[src/rtl/dm_sba_ctrl.sv]
// System Bus Access manager for the RISC-V debug module: owns sbcs/sbaddress0/sbdata0
// and runs single 8/16/32-bit bus transactions. Optional bus timeout: define SBA_TIMEOUT_EN.
module dm_sba_ctrl #(
  parameter int unsigned ADDR_W         = 32,
  parameter int unsigned TIMEOUT_CYCLES = 255
) (
  input  logic              clk,
  input  logic              rst,
  input  logic              dmi_valid,
  input  logic              dmi_write,
  input  logic [7:0]        dmi_addr,
  input  logic [31:0]       dmi_wdata,
  output logic [31:0]       dmi_rdata,
  output logic              bus_req,
  output logic              bus_we,
  output logic [ADDR_W-1:0] bus_addr,
  output logic [1:0]        bus_size,
  output logic [31:0]       bus_wdata,
  input  logic              bus_ack,
  input  logic              bus_err,
  input  logic [31:0]       bus_rdata,
  output logic              sb_busy
);

  localparam logic [7:0] ADDR_SBCS   = 8'h38;
  localparam logic [7:0] ADDR_SBADDR = 8'h39;
  localparam logic [7:0] ADDR_SBDATA = 8'h3c;

  typedef enum logic {IDLE, BUSY} state_e;

  state_e            state, state_next;
  logic [ADDR_W-1:0] sb_address, start_addr_val;
  logic [31:0]       sb_data, rdata_ext, addr_ext;
  logic              readonaddr, autoincrement, readondata, busyerror, busyerror_next;
  logic [2:0]        access, error, error_next, err_val;
  logic              busy, go, err_set, misaligned, ack_ok;
  logic              wr_sbcs, wr_addr, wr_data, rd_data;
  logic              start_addr, start_wdata, start_rdata;

  assign busy    = (state == BUSY);
  assign sb_busy = busy;
  assign wr_sbcs = dmi_valid &  dmi_write & (dmi_addr == ADDR_SBCS);
  assign wr_addr = dmi_valid &  dmi_write & (dmi_addr == ADDR_SBADDR);
  assign wr_data = dmi_valid &  dmi_write & (dmi_addr == ADDR_SBDATA);
  assign rd_data = dmi_valid & ~dmi_write & (dmi_addr == ADDR_SBDATA);

  assign start_addr  = wr_addr & ~busy & readonaddr;
  assign start_wdata = wr_data & ~busy;
  assign start_rdata = rd_data & ~busy & readondata;
  assign ack_ok      = busy & bus_ack & ~bus_err;

  assign start_addr_val = wr_addr ? dmi_wdata[ADDR_W-1:0] : sb_address;
  assign misaligned = ((access == 3'd1) &  start_addr_val[0]) |
                      ((access == 3'd2) & |start_addr_val[1:0]);

`ifdef SBA_TIMEOUT_EN
  logic [31:0] tmo_cnt;
`endif

  always_comb begin
    // NOTE: every combinational output gets a default first so no path can infer a latch.
    state_next = state;
    go         = 1'b0;
    err_set    = 1'b0;
    err_val    = 3'd0;
    unique case (state)
      IDLE: begin
        if ((start_addr | start_wdata | start_rdata) && (error == 3'd0) && !busyerror) begin
          if (access > 3'd2) begin
            err_set = 1'b1;
            err_val = 3'd4;
          end else if (misaligned) begin
            err_set = 1'b1;
            err_val = 3'd3;
          end else begin
            go         = 1'b1;
            state_next = BUSY;
          end
        end
      end
      BUSY: begin
        if (bus_err) begin
          err_set    = 1'b1;
          err_val    = 3'd2;
          state_next = IDLE;
        end else if (bus_ack) begin
          state_next = IDLE;
`ifdef SBA_TIMEOUT_EN
        end else if (tmo_cnt == 32'(TIMEOUT_CYCLES - 1)) begin
          err_set    = 1'b1;
          err_val    = 3'd1;
          state_next = IDLE;
`endif
        end
      end
      default: state_next = IDLE;
    endcase

    // A freshly generated error overrides a same-cycle write-1-to-clear.
    error_next = wr_sbcs ? (error & ~dmi_wdata[14:12]) : error;
    if (err_set) error_next = err_val;
    busyerror_next = (wr_sbcs ? (busyerror & ~dmi_wdata[22]) : busyerror) |
                     (busy & (wr_addr | wr_data | rd_data));
  end

  always_comb begin
    rdata_ext = 32'd0;
    unique case (bus_size)
      2'd0:    rdata_ext = {24'd0, bus_rdata[7:0]};
      2'd1:    rdata_ext = {16'd0, bus_rdata[15:0]};
      default: rdata_ext = bus_rdata;
    endcase
  end

  always_comb begin
    addr_ext               = 32'd0;
    addr_ext[ADDR_W-1:0]   = sb_address;
    dmi_rdata              = 32'd0;
    if (dmi_valid) begin
      unique case (dmi_addr)
        ADDR_SBCS:   dmi_rdata = {3'd1, 6'd0, busyerror, busy, readonaddr, access,
                                  autoincrement, readondata, error, 7'd32, 5'b00111};
        ADDR_SBADDR: dmi_rdata = addr_ext;
        ADDR_SBDATA: dmi_rdata = sb_data;
        default:     dmi_rdata = 32'd0;
      endcase
    end
  end

  // NOTE: sequential state uses non-blocking assignments so all registers update together.
  always_ff @(posedge clk) begin
    if (rst) state <= IDLE;
    else     state <= state_next;
  end

  always_ff @(posedge clk) begin
    if (rst) begin
      sb_address    <= '0;
      sb_data       <= 32'd0;
      readonaddr    <= 1'b0;
      access        <= 3'd2;
      autoincrement <= 1'b0;
      readondata    <= 1'b0;
      error         <= 3'd0;
      busyerror     <= 1'b0;
      bus_req       <= 1'b0;
      bus_we        <= 1'b0;
      bus_addr      <= '0;
      bus_size      <= 2'd0;
      bus_wdata     <= 32'd0;
    end else begin
      error     <= error_next;
      busyerror <= busyerror_next;
      bus_req   <= (state_next == BUSY);
      if (wr_sbcs) begin
        readonaddr    <= dmi_wdata[20];
        access        <= dmi_wdata[19:17];
        autoincrement <= dmi_wdata[16];
        readondata    <= dmi_wdata[15];
      end
      if (wr_addr && !busy)
        sb_address <= dmi_wdata[ADDR_W-1:0];
      else if (ack_ok && autoincrement)
        sb_address <= sb_address + (ADDR_W'(1) << bus_size);
      if (wr_data && !busy)
        sb_data <= dmi_wdata;
      else if (ack_ok && !bus_we)
        sb_data <= rdata_ext;
      // Bus qualifiers are captured at start so sbcs writes during BUSY cannot disturb them.
      if (go) begin
        bus_we    <= start_wdata;
        bus_addr  <= start_addr_val;
        bus_size  <= access[1:0];
        bus_wdata <= wr_data ? dmi_wdata : sb_data;
      end
    end
  end

`ifdef SBA_TIMEOUT_EN
  always_ff @(posedge clk) begin
    if (rst || go) tmo_cnt <= 32'd0;
    else if (busy) tmo_cnt <= tmo_cnt + 32'd1;
  end
`endif

endmodule

[config.mk]
export PLATFORM = sky130hd
export DESIGN_NAME = dm_sba_ctrl
export DESIGN_NICKNAME = d
export VERILOG_FILES = /design/src/rtl/dm_sba_ctrl.sv
export SDC_FILE = /design/constraint.sdc
export NUM_CORES = 1
export LEC_CHECK = 0
export BUFFER_PORTS_ARGS = -buffer_cell sky130_fd_sc_hd__buf_2
export CORE_AREA = 2 2 138 140
export CTS_CLUSTER_DIAMETER = 80
export DETAILED_ROUTE_END_ITERATION = 8
export DIE_AREA = 0 0 140 142
export PLACE_DENSITY = 0.75
export SLEW_MARGIN = 20
export SYNTH_ARGS = -nofsm -noshare
export SYNTH_HDL_FRONTEND = slang
export SYNTH_SLANG_ARGS = --single-unit
[constraint.sdc]
create_clock -name clk -period 2.5 [get_ports clk]
set_input_delay 0.25 -clock clk [delete_from_list [all_inputs] [get_ports clk]]
set_output_delay 0.25 -clock clk [all_outputs]
set_load 0.03 [all_outputs]
; Word level (Yosys, flattened, before mapping)
; Cells that the tools add are included.
[word_totals]
ff_bits = 142
latch_bits = 0
ramBits = 0
mem_bits_ro = 0
in_bits = 78
output_inout_bits = 101
elab_cells = 95
mem_count = 0
[op_classes]
addsub = 1
mul = 0
div = 0
magnitude_cmp = 1
eq_ne = 6
shifts = 1
n_mux = 29
bitwise = 29
reduce_logical = 15
[op_table]
columns = operator, count
row1 = 2-to-1 mux 32 bit, 7
row2 = case mux 32 bit (3 select lines), 1
row3 = case mux 32 bit (2 select lines), 1
row4 = adder 32 bit, 1
row5 = left shift 1 x 2 -> 32 bit (first input constant), 1
row6 = equality test 8 x 6 -> 1 bit (second input constant), 3
row7 = bitwise AND 1 bit, 17
row8 = 2-to-1 mux 3 bit, 4
row9 = 2-to-1 mux 1 bit, 11
row10 = logical AND 1 bit, 6
row11 = bitwise OR 1 bit, 6
row12 = case mux 3 bit (2 select lines), 1
row13 = nonzero test 2 bit, 3
row14 = 2-to-1 mux 2 bit, 2
row15 = inverter 1 bit, 4
row16 = case mux 1 bit (2 select lines), 2
row17 = bitwise AND 3 bit, 1
row18 = equality test 3 x 1 -> 1 bit (second input constant), 1
row19 = equality test 3 x 2 -> 1 bit (second input constant), 1
row20 = greater-than comparator 3 x 2 -> 1 bit (second input constant), 1
row21 = zero test 1 bit, 3
row22 = zero test 3 bit, 1
row23 = inverter 3 bit, 1
row24 = equality test 2 x 1 -> 1 bit (second input constant), 1
row25 = 2 further kinds, 2

; Logic depth before layout (Yosys ltp)
; Gate-level depths: netlist (run 1).
[depth]
depth_word = 11
mapped_depth = 10
ltp_nobuf = 9

; Worst setup path after synthesis (run 1)
; Ideal clock, no wire load.
[synth_path]
path_kind = register to register
startpoint = register bus_size[0]
endpoint = register sb_address[30] (netlist: addr_ext[30])
arrival_time_ns = 2.710
t_required_ns = 2.441
path_slack_ns = -0.268
stages_incl_launch_ff = 11
n_path_buf = 1
period_less_slack_ns = 2.768
path_cell_list = dfxtp_1 > nor2_1 > ha_1 > inv_1 > fa_1 > nor2b_1 > o21ai_0 > clkbuf_1 > a2111oi_0 > mux2i_1 > o211a_1
[synth_between]
elab_chain_len = 4
[synth_rtl]
columns = element, line
row1 = start: declaration, 17  ; output logic [1:0] bus_size,
row2 = start signal: assignment, 173  ; bus_size <= access[1:0];
row3 = left shift 1 x 2 -> 32 bit, 164  ; sb_address <= sb_address + (ADDR_W'(1) << bus_size);
row4 = adder 32 bit, 164
row5 = 2-to-1 mux 32 bit, 163  ; else if (ack_ok && autoincrement)
row6 = 2-to-1 mux 32 bit, 161  ; if (wr_addr && !busy)
row7 = end signal: assignment, 162  ; sb_address <= dmi_wdata[ADDR_W-1:0];
row8 = end signal: assignment, 164
row9 = end: declaration, 32  ; logic [ADDR_W-1:0] sb_address, start_addr_val;
; No other way between the ends. The select of a mux whose other input is x is not followed.
; A chain may end at the register's enable or synchronous reset.

; Worst setup path after layout (run 1)
; Same ends and word-level chain as after synthesis.

==> results of run 1 <==
-- cell usage after synthesis, drive strengths merged (7+ instances only) --
cell type / n
a211oi: 30
a21oi: 48
a22oi: 30
a311oi: 22
a32oi: 64
and4: 7
buf: 35
clkbuf: 94
dfxtp: 142
inv: 15
mux2: 65
mux2i: 21
nand2: 66
nand3: 82
nand4: 73
nor2: 106
nor3: 10
nor4: 10
o2111ai: 66
o21ai: 9
xnor2: 22
-- kinds of logic after synthesis --
kind of cell | count (synthesis) | synth area share
flops | 142 | 0.314
mux | 86 | 0.116
simple gates | 397 | 0.222
xor+xnor | 22 | 0.0213
buf+inv | 144 | 0.0663
fa+ha+maj | 5 | 0.00774
compound gates | 292 | 0.253
-- sequential cells by signal (all words and copies together), names as in the netlist --
register / cells
bus_size: 2
bus_addr: 32
autoincrement: 1
bus_we: 1
bus_wdata: 32
sb_data: 32
readonaddr: 1
error: 3
bus_req: 1
access: 3
busyerror: 1
addr_ext: 32
readondata: 1
-- power by group --
group / switching, mW / internal [mW]
logic: 0.191 / 0.0785
clock network: 1.07 / 1.70
registers: 0.00185 / 2.26
-- metal layers --
| layer | vias up | wire length [um] | part of all wire | GRT usage |
|---|---|---|---|---|
| li1 | 4532 | - | - | - |
| met1 | 4758 | 13600 | 0.40 | 0.446 |
| met2 | 656 | 15000 | 0.44 | 0.493 |
| met3 | 103 | 3780 | 0.11 | 0.0754 |
| met4 | 0 | 1620 | 0.048 | 0.165 |
| met5 | - | 0 | 0 | 0 |
-- path summary, 6_finish.rpt --
check | to | cells past startpoint | start | slack [ns]
worst max-delay path | addr_ext[30]$_SDFFE_PP0P_ | 10 | bus_size[0]$_SDFFE_PP0P_ | 0.07
worst min-delay path | sb_data[0]$_SDFFE_PP0P_ | 3 | bus_rdata[0] | 0.08
worst max register to register | addr_ext[30]$_SDFFE_PP0P_ | 10 | bus_size[0]$_SDFFE_PP0P_ | 0.07
worst min register to register | sb_data[30]$_SDFFE_PP0P_ | 2 | sb_data[30]$_SDFFE_PP0P_ | 0.49
-- layout make-up --
class                   count  area, um2
clock buffers              19        443
clock inverters            12        184
well taps                 234        293
multi-input cells         802       5710
diodes                      1       2.50
inverters                  15       58.8
repair buffers            236       1450
flip-flops and latches    142       2850
fillers                  1613       7470
-- worst max-delay path: cells and delay by family (launching register included) --
kind                       cells  cell delay (ns)
muxes                          1             0.27
and+or+nand+nor                2             0.27
DFF                            1             0.32
adders and majority gates      2             0.55
AOI/OAI and AO/OA              3             0.70
buffers and inverters          2             0.26
-- per-stage QoR --
step / cell area, um2 / total power, mW / setup WS (ns) / std cells / hold slack (ns)
final: 11000 / 5.31 / 0.0695 / 1461 / 0.0827
after global routing: 11000 / 5.42 / -0.0668 / 1460 / 0.0909
after CTS: 11000 / 5.31 / 0.0313 / 1460 / 0.0713
after detailed placement: 10300 / 2.57 / 0.0388 / 1429 / 0.475
after global placement: 10300 / 2.57 / 0.123 / 1429 / 0.469
after floorplan: 9070 / 2.41 / 0.0183 / 1088 / 0.379
==> flow_metrics.py, run 1 <==
metrics = {
    "run_status": {
        "status": "complete, but fails checks",
        "violations": "DRC",
    },
    "cts": {
        "cts_buffer_depth": 2,
        "postCtsHoldBufs": 0,
        "cts_sinks": 142,
        "cts_max_level": 4,
        "cts_tree": "built",
        "clkTransAtPathRegs_ns": 0.06,
        "cts_setup_buffers": 0,
        "cts-buffers-inserted": 17,
        "clockRootBuffer": "clkbuf_16",
        "clk-insertion-delay-late_ns": 0.44,
        "post_cts_resized": 0,
    },
    "floorplanning": {
        "initial_utilization": 0.491,
        "die_h_um": 142,
        "row_count": 50,
        "design.die.area_um2": 19900,
        "io-pin-count": 179,
        "core_um2": 18500,
        "die_x_um": 140,
    },
    "synthesis": {
        "postSynthCellCount": 1088,
        "synth_area_leader_cell": "dfxtp_1",
        "ys_warn_count": 0,
        "syn_area_um2": 9050,
        "ys_seq_elements": 142,
        "ys.flop_type": "dfxtp_1",
        "yosys.area.top_type_share": 0.314,
        "ys_types": 56,
        "async_reset_ff_frac": 0,
        "synth_edf_count": 0,
        "synthesis.nets": 1171,
        "seq_area_frac_synth": 0.314,
        "ys_top_cells_by_area": "dfxtp_1 (31%), o2111ai_1 (6.4%), a32oi_1 (6.2%), nand4_1 (5.0%), mux2_4 (4.6%)",
        "synth_area_per_cell_um2": 8.32,
    },
    "route": {
        "drtIter0Drc": 1323,
        "num_vias": 10000,
        "first_pass_iters": 9,
        "post_drt_wl_per_cell_um": 23.3,
        "drc": 18,
        "via_per_inst": 6.88,
        "ant_nets": 0,
        "totalWireLength_mm": 34.0,
    },
    "place": {
        "place_hpwl_mm": 24.1,
        "port_buffers": 178,
        "place_congestion": 0.971,
    },
    "grt": {
        "grt_pass1_wl_mm": 51.4,
        "grt_pass1_vias": 8931,
        "grt_max_degree": 87,
        "overflow": 0,
        "antenna_found_initial": 0,
        "grt_use_total": 0.329,
    },
    "timing": {
        "rsz0062_at_grt": "true",
        "hold_violations": 0,
        "max_freq_ghz": 0.411,
        "fin_crit_sh": 0.972,
        "tightest_slew_ns": 1.11,
        "drv_slew": 0,
        "skew_ns": 0.0103,
        "max_slew_margin": 0.260,
        "setup_tns_ns": 0,
        "setup-violations-final": 0,
        "finalCriticalPeriod_ns": 2.43,
    },
    "cells_and_area": {
        "final_cell_mix": "buf_2 (178), dfxtp_1 (140), nor2_1 (104)",
        "fin_util": 0.595,
        "layout_commonest_cell": "buf_2",
        "nNetsFinal": 1297,
        "syn2layout_area_growth_pct": 21.3,
        "drive_gt1_frac": 0.286,
    },
    "critical_path": {
        "arrival_ns": 2.81,
        "path_cells": "nor2_2 > ha_1 > inv_1 > fa_1 > nor2b_1 > o21ai_0 > buf_4 > a2111oi_2 > mux2i_1 > o211a_1",
        "required_ns": 2.88,
        "critPathCaptureType": "flip-flop",
        "startpoint_type": "flip-flop",
        "max_stage_delay_ns": 0.45,
        "critical_path_class": "reg -> reg",
        "crit_slowest_cell": "a2111oi_2",
        "critPathMaxFanout": 12,
    },
    "pwr": {
        "p_leak_nw": 4.30,
        "power_density_nw_per_um2": 483,
        "max-vdd-ir-drop_mv": 0.468,
    },
    "hold_path": {
        "worstHoldPathType": "in -> reg",
    },
    "job": {
        "drv_cap": 0,
    },
}
No activity file was read; power rests on OpenSTA's default activity.
==> run 2: changes to the inputs <==
==> constraint.sdc (replaced) <==
create_clock -name clk -period 2.5 [get_ports clk]
set_input_delay 0.25 -clock clk [delete_from_list [all_inputs] [get_ports clk]]
set_output_delay 0.25 -clock clk [all_outputs]
set_load 0.005 [all_outputs]
==> flow_metrics.py, run 2 (same netlist as run 1, synthesis figures left out) <==
metrics = {
    "timing": {
        "skew_ns": 0.0118,
        "tightest_slew_ns": 0.664,
        "fin_crit_sh": 0.973,
        "setup_ws_ns": 0.0678,
        "max_freq_ghz": 0.411,
        "max_slew_margin": 0.552,
        "setup-violations-final": 0,
        "finalCriticalPeriod_ns": 2.43,
        "hold_violations": 0,
        "drv_slew": 0,
    },
    "pwr": {
        "power_density_nw_per_um2": 466,
        "max-vdd-ir-drop_mv": 0.430,
        "p_leak_nw": 4.24,
    },
    "critical_path": {
        "startpoint": "bus_size[1]$_SDFFE_PP0P_",
        "path_cells": "buf_4 > buf_4 > and2_1 > ha_4 > o21a_1 > a21oi_1 > buf_4 > nor4_1 > nor3_1 > nor4_1",
        "critical_path_class": "reg -> reg",
        "arrival_ns": 2.77,
        "startpoint_type": "flip-flop",
        "cp_top_family": "simple AND/OR/NAND/NOR gates",
        "required_ns": 2.84,
        "reg2reg_from": "bus_size[1]$_SDFFE_PP0P_",
        "crit_slowest_cell": "nor4_1",
        "max_stage_delay_ns": 0.43,
        "critPathCaptureType": "flip-flop",
        "cpMostUsedCell": "buf_4",
        "worst-path-buf-inv": 3,
        "critPathMaxFanout": 12,
    },
    "cts": {
        "clkTransAtPathRegs_ns": 0.07,
        "cts_max_level": 4,
        "cts-buffers-inserted": 17,
        "clockRootBuffer": "clkbuf_16",
        "cts_buffer_depth": 2,
        "postCtsHoldBufs": 0,
        "cts_tree": "built",
        "cts_sinks": 142,
        "clk-insertion-delay-late_ns": 0.43,
    },
    "cells_and_area": {
        "final_cell_mix": "buf_2 (179), dfxtp_1 (142), nor2_1 (104)",
        "syn2layout_area_growth_pct": 21.3,
        "drive_gt1_frac": 0.291,
        "seq_area_um2": 2840,
        "fin_util": 0.595,
        "layout_commonest_cell": "buf_2",
        "nFillCells": 1634,
        "multi_input_area_um2": 5790,
        "antennaDiodeCount": 0,
        "nNetsFinal": 1296,
    },
    "hold_path": {
        "hold_path_startpoint": "bus_rdata[7]",
        "worstHoldPathType": "in -> reg",
    },
    "floorplanning": {
        "io-pin-count": 179,
        "design.die.area_um2": 19900,
        "die_x_um": 140,
        "initial_utilization": 0.491,
        "die_h_um": 142,
        "core_um2": 18500,
        "row_count": 50,
    },
    "grt": {
        "grt_pass1_wl_mm": 51.2,
        "antenna_found_initial": 0,
        "grt_max_degree": 141,
        "grt_pass1_vias": 8892,
        "overflow": 0,
        "grt_use_total": 0.327,
    },
    "run_status": {
        "status": "complete, but fails checks",
        "violations": "DRC",
    },
    "route": {
        "via_per_inst": 6.95,
        "drc": 9,
        "first_pass_iters": 8,
        "num_vias": 10100,
        "drtIter0Drc": 1291,
        "totalWireLength_mm": 34.2,
        "ant_nets": 0,
        "post_drt_wl_per_cell_um": 23.5,
    },
    "place": {
        "place_hpwl_mm": 23.4,
        "place_congestion": 0.951,
        "port_buffers": 178,
        "place_ws_ns": -0.0421,
    },
    "job": {
        "drv_cap": 0,
    },
}
-- run 2: timing repair --
action	in CTS	in global routing
resized for setup	3	14
gates cloned	0	1
endpoints found under the setup margin	3	15
pin swaps	0	5
buffers inserted	0	3
-- run 2: final timing paths --
kind | end | slack [ns] | cells after the start
max | addr_ext[29]$_SDFFE_PP0P_ | 0.07 | 10
min | sb_data[7]$_SDFFE_PP0P_ | 0.07 | 3
max reg2reg | addr_ext[29]$_SDFFE_PP0P_ | 0.07 | 10
min reg2reg | sb_data[16]$_SDFFE_PP0P_ | 0.48 | 2
-- run 2: through the flow --
step | power (mW) | hold WS [ns] | std cells | setup TNS (ns) | cell area, um2
after floorplan | 2.41 | 0.379 | 1088 | 0 | 9060
after global placement | 2.57 | 0.454 | 1424 | 0 | 10300
after detailed placement | 2.57 | 0.466 | 1424 | -0.0421 | 10300
after CTS | 5.10 | 0.0722 | 1455 | 0 | 10900
after global routing | 5.21 | 0.100 | 1459 | -0.0370 | 11000
final | 5.13 | 0.0721 | 1459 | 0 | 11000
-- run 2: cell type report --
cell class | count | area share
Sequential cell | 142 | 0.259
Clock buffer | 17 | 0.0387
Clock inverter | 14 | 0.0146
Multi-Input combinational cell | 802 | 0.527
Inverter | 15 | 0.00535
Tap cell | 234 | 0.0266
Timing Repair Buffer | 235 | 0.129
-- run 2: power breakdown --
part           internal (mW)  leakage [nW]  switching, mW
clock                   1.48         0.278           1.11
sequential              2.26          1.14        0.00179
combinational         0.0779          2.82          0.188
-- run 2: layer usage --
metal	global-route usage	vias up	share of wire
met5	0	-	0
met2	0.494	665	0.44
met3	0.0656	113	0.11
met4	0.157	0	0.049
li1	-	4533	-
met1	0.448	4825	0.40
-- run 2: worst min-delay path, stage by stage --
cell	delay, ns
buf_2	0.10
nand2_1	0.04
a311oi_1	0.07
==> run 3: changes to the inputs <==
--- a/config.mk
+++ b/config.mk
@@ -6,11 +6,14 @@
 export NUM_CORES = 1
 export LEC_CHECK = 0
 export BUFFER_PORTS_ARGS = -buffer_cell sky130_fd_sc_hd__buf_2
-export CORE_AREA = 2 2 138 140
+export CELL_PAD_IN_SITES_DETAIL_PLACEMENT = 1
+export CELL_PAD_IN_SITES_GLOBAL_PLACEMENT = 1
+export CORE_AREA = 2 2 158 160
 export CTS_CLUSTER_DIAMETER = 80
 export DETAILED_ROUTE_END_ITERATION = 8
-export DIE_AREA = 0 0 140 142
-export PLACE_DENSITY = 0.75
+export DIE_AREA = 0 0 160 162
+export GPL_TIMING_DRIVEN = 0
+export PLACE_DENSITY = 0.77
 export SLEW_MARGIN = 20
 export SYNTH_ARGS = -nofsm -noshare
 export SYNTH_HDL_FRONTEND = slang
==> flow_metrics.py, run 3 (same netlist as run 1, synthesis figures left out) <==
metrics = {
    "critical_path": {
        "crit_slowest_cell": "nor4b_1",
        "r2r-end": "addr_ext[13]$_SDFFE_PP0P_",
        "critPathCaptureType": "flip-flop",
        "max_stage_delay_ns": 0.45,
        "critPathMaxFanout": 10,
        "path_cells": "clkbuf_8 > and2_1 > ha_1 > o21a_1 > a21oi_4 > buf_4 > nor4b_1 > xnor2_1 > a211oi_1",
        "critical_path_class": "reg -> reg",
        "reg2reg_from": "bus_size[1]$_SDFFE_PP0P_",
        "reg2reg_slack_ns": -0.01,
        "worstRegToRegCells": 9,
        "arrival_ns": 2.86,
        "required_ns": 2.85,
        "startpoint_type": "flip-flop",
    },
    "cts": {
        "clockRootBuffer": "clkbuf_16",
        "cts_max_level": 4,
        "cts_sinks": 142,
        "cts-buffers-inserted": 17,
        "cts_buffer_depth": 2,
        "cts_tree": "built",
        "clk-insertion-delay-late_ns": 0.44,
        "postCtsHoldBufs": 0,
        "clkTransAtPathRegs_ns": 0.07,
    },
    "grt": {
        "grt_max_degree": 17,
        "grt_use_total": 0.321,
        "overflow": 0,
        "antenna_found_initial": 0,
        "grt_pass1_wl_mm": 64.0,
        "grt_pass1_vias": 10300,
    },
    "hold_path": {
        "worstHoldPathType": "in -> reg",
        "whs_endpoint": "sb_data[0]$_SDFFE_PP0P_",
        "hold_path_startpoint": "bus_rdata[0]",
        "holdPathStages": 3,
    },
    "timing": {
        "setup_ws_ns": -0.0131,
        "fin_crit_sh": 1.01,
        "drv_slew": 0,
        "max_freq_ghz": 0.398,
        "finalCriticalPeriod_ns": 2.51,
        "rsz0062_at_grt": "true",
        "setup-violations-final": 1,
        "fin_hold_ws_ns": 0.0598,
        "max_slew_margin": 0.456,
        "hold_violations": 0,
        "tightest_slew_ns": 0.817,
        "skew_ns": 0.0110,
    },
    "route": {
        "drtIter0Drc": 1239,
        "via_per_inst": 6.60,
        "ant_nets": 0,
        "totalWireLength_mm": 43.2,
        "first_pass_iters": 7,
        "num_vias": 10700,
        "post_drt_wl_per_cell_um": 26.5,
        "drc": 0,
    },
    "floorplanning": {
        "die_x_um": 160,
        "core_um2": 24100,
        "design.die.area_um2": 25900,
        "io-pin-count": 179,
        "die_h_um": 162,
        "row_count": 57,
        "initial_utilization": 0.376,
    },
    "cells_and_area": {
        "seq_area_um2": 2850,
        "syn2layout_area_growth_pct": 24.4,
        "layout_commonest_cell": "buf_2",
        "nFillCells": 2971,
        "drive_gt1_frac": 0.283,
        "final_cell_mix": "buf_2 (204), dfxtp_1 (140), nor2_1 (104)",
        "multi_input_area_um2": 5830,
        "nNetsFinal": 1373,
        "antennaDiodeCount": 0,
    },
    "pwr": {
        "total_power_mw": 5.05,
        "intPower_mw": 3.65,
        "max-vdd-ir-drop_mv": 0.379,
        "p_leak_nw": 4.31,
        "p_switching_mw": 1.41,
        "seqPwrFrac": 0.448,
        "power_density_nw_per_um2": 449,
        "swShare": 0.279,
        "comb_power_share": 0.056,
        "power_frac_clock": 0.497,
    },
    "run_status": {
        "status": "complete, but fails checks",
        "violations": "setup timing",
    },
    "place": {
        "port_buffers": 176,
        "place_congestion": 0.952,
        "place_hpwl_mm": 31.8,
    },
    "job": {
        "drv_cap": 0,
    },
}
[run 3: cell types whose count changed in the layout (fill, tap and decap cells not counted), sizes merged]
cell,previous run,this run
clkinvlp,3,1
clkbuf,17,105
bufinv,2,0
buf,235,225
inv,19,23
[run 3: per-stage QoR]
| stage | cells | TNS [ns] | setup WS (ns) | util | instance area [um2] |
|---|---|---|---|---|---|
| final | 1627 | -0.0131 | -0.0131 | 0.467 | 11300 |
| after global routing | 1627 | -0.189 | -0.0615 | 0.467 | 11300 |
| after CTS | 1625 | 0 | 0.00509 | 0.462 | 11100 |
| after detailed placement | 1589 | -61.21 | -0.907 | 0.430 | 10400 |
| after global placement | 1588 | -67.27 | -0.906 | 0.429 | 10300 |
| after floorplan | 1088 | 0 | 0.00590 | - | 9060 |
[run 3: worst max-delay path, delay by kind of cell (launching register included)]
| kind | cells | cell delay, ns |
|---|---|---|
| xor+xnor | 1 | 0.14 |
| fa+ha+maj | 1 | 0.36 |
| buf+inv | 2 | 0.36 |
| compound gates | 3 | 0.59 |
| flops | 1 | 0.37 |
| simple gates | 2 | 0.61 |
[run 3: worst max-delay path by stage]
stage                                         from                        end  slack (ns)  depth (start not counted)
after CTS                 bus_size[1]$_SDFFE_PP0P_  addr_ext[10]$_SDFFE_PP0P_       0.005                          8
after global routing            bus_req$_SDFF_PP0_  addr_ext[31]$_SDFFE_PP0P_       -0.06                          7
after global placement    bus_size[1]$_SDFFE_PP0P_   addr_ext[9]$_SDFFE_PP0P_       -0.91                         10
final                     bus_size[1]$_SDFFE_PP0P_  addr_ext[13]$_SDFFE_PP0P_       -0.01                          9
after detailed placement  bus_size[1]$_SDFFE_PP0P_   addr_ext[9]$_SDFFE_PP0P_       -0.91                         10
after floorplan           bus_size[1]$_SDFFE_PP0P_  addr_ext[30]$_SDFFE_PP0P_       0.006                         10
[run 3: area by class of cell]
cell class | count | area share
Multi-Input combinational cell | 802 | 0.517
Sequential cell | 142 | 0.253
Timing Repair Buffer | 186 | 0.0858
Buffer | 126 | 0.0535
Clock buffer | 18 | 0.0381
Tap cell | 324 | 0.0360
Clock inverter | 14 | 0.0112
Inverter | 15 | 0.00500
[run 3: power groups by stage]
| stage | logic, mW | registers (mW) | clock network (mW) |
|---|---|---|---|
| global placement | 0.263 | 2.32 | 0 |
| floorplan | 0.0939 | 2.31 | 0 |
| finish | 0.282 | 2.26 | 2.51 |
| global route | 0.291 | 2.26 | 2.60 |
| CTS | 0.268 | 2.26 | 2.49 |
| detailed placement | 0.264 | 2.32 | 0 |
[run 3: timing repair]
item                                    CTS  global route
pin swaps                                 5             7
setup buffers                             5             4
endpoints found under the setup margin  140           124
gates resized for setup                  47            40
gates cloned                              0             0
[run 3: metal layers]
metal  global-route usage  vias to the layer above  part of all wire
met5                    0                        -                 0
li1                     -                     4678                 -
met1                0.423                     5337              0.41
met3               0.0455                      128             0.082
met4                0.165                        0             0.051
met2                0.516                      588              0.45
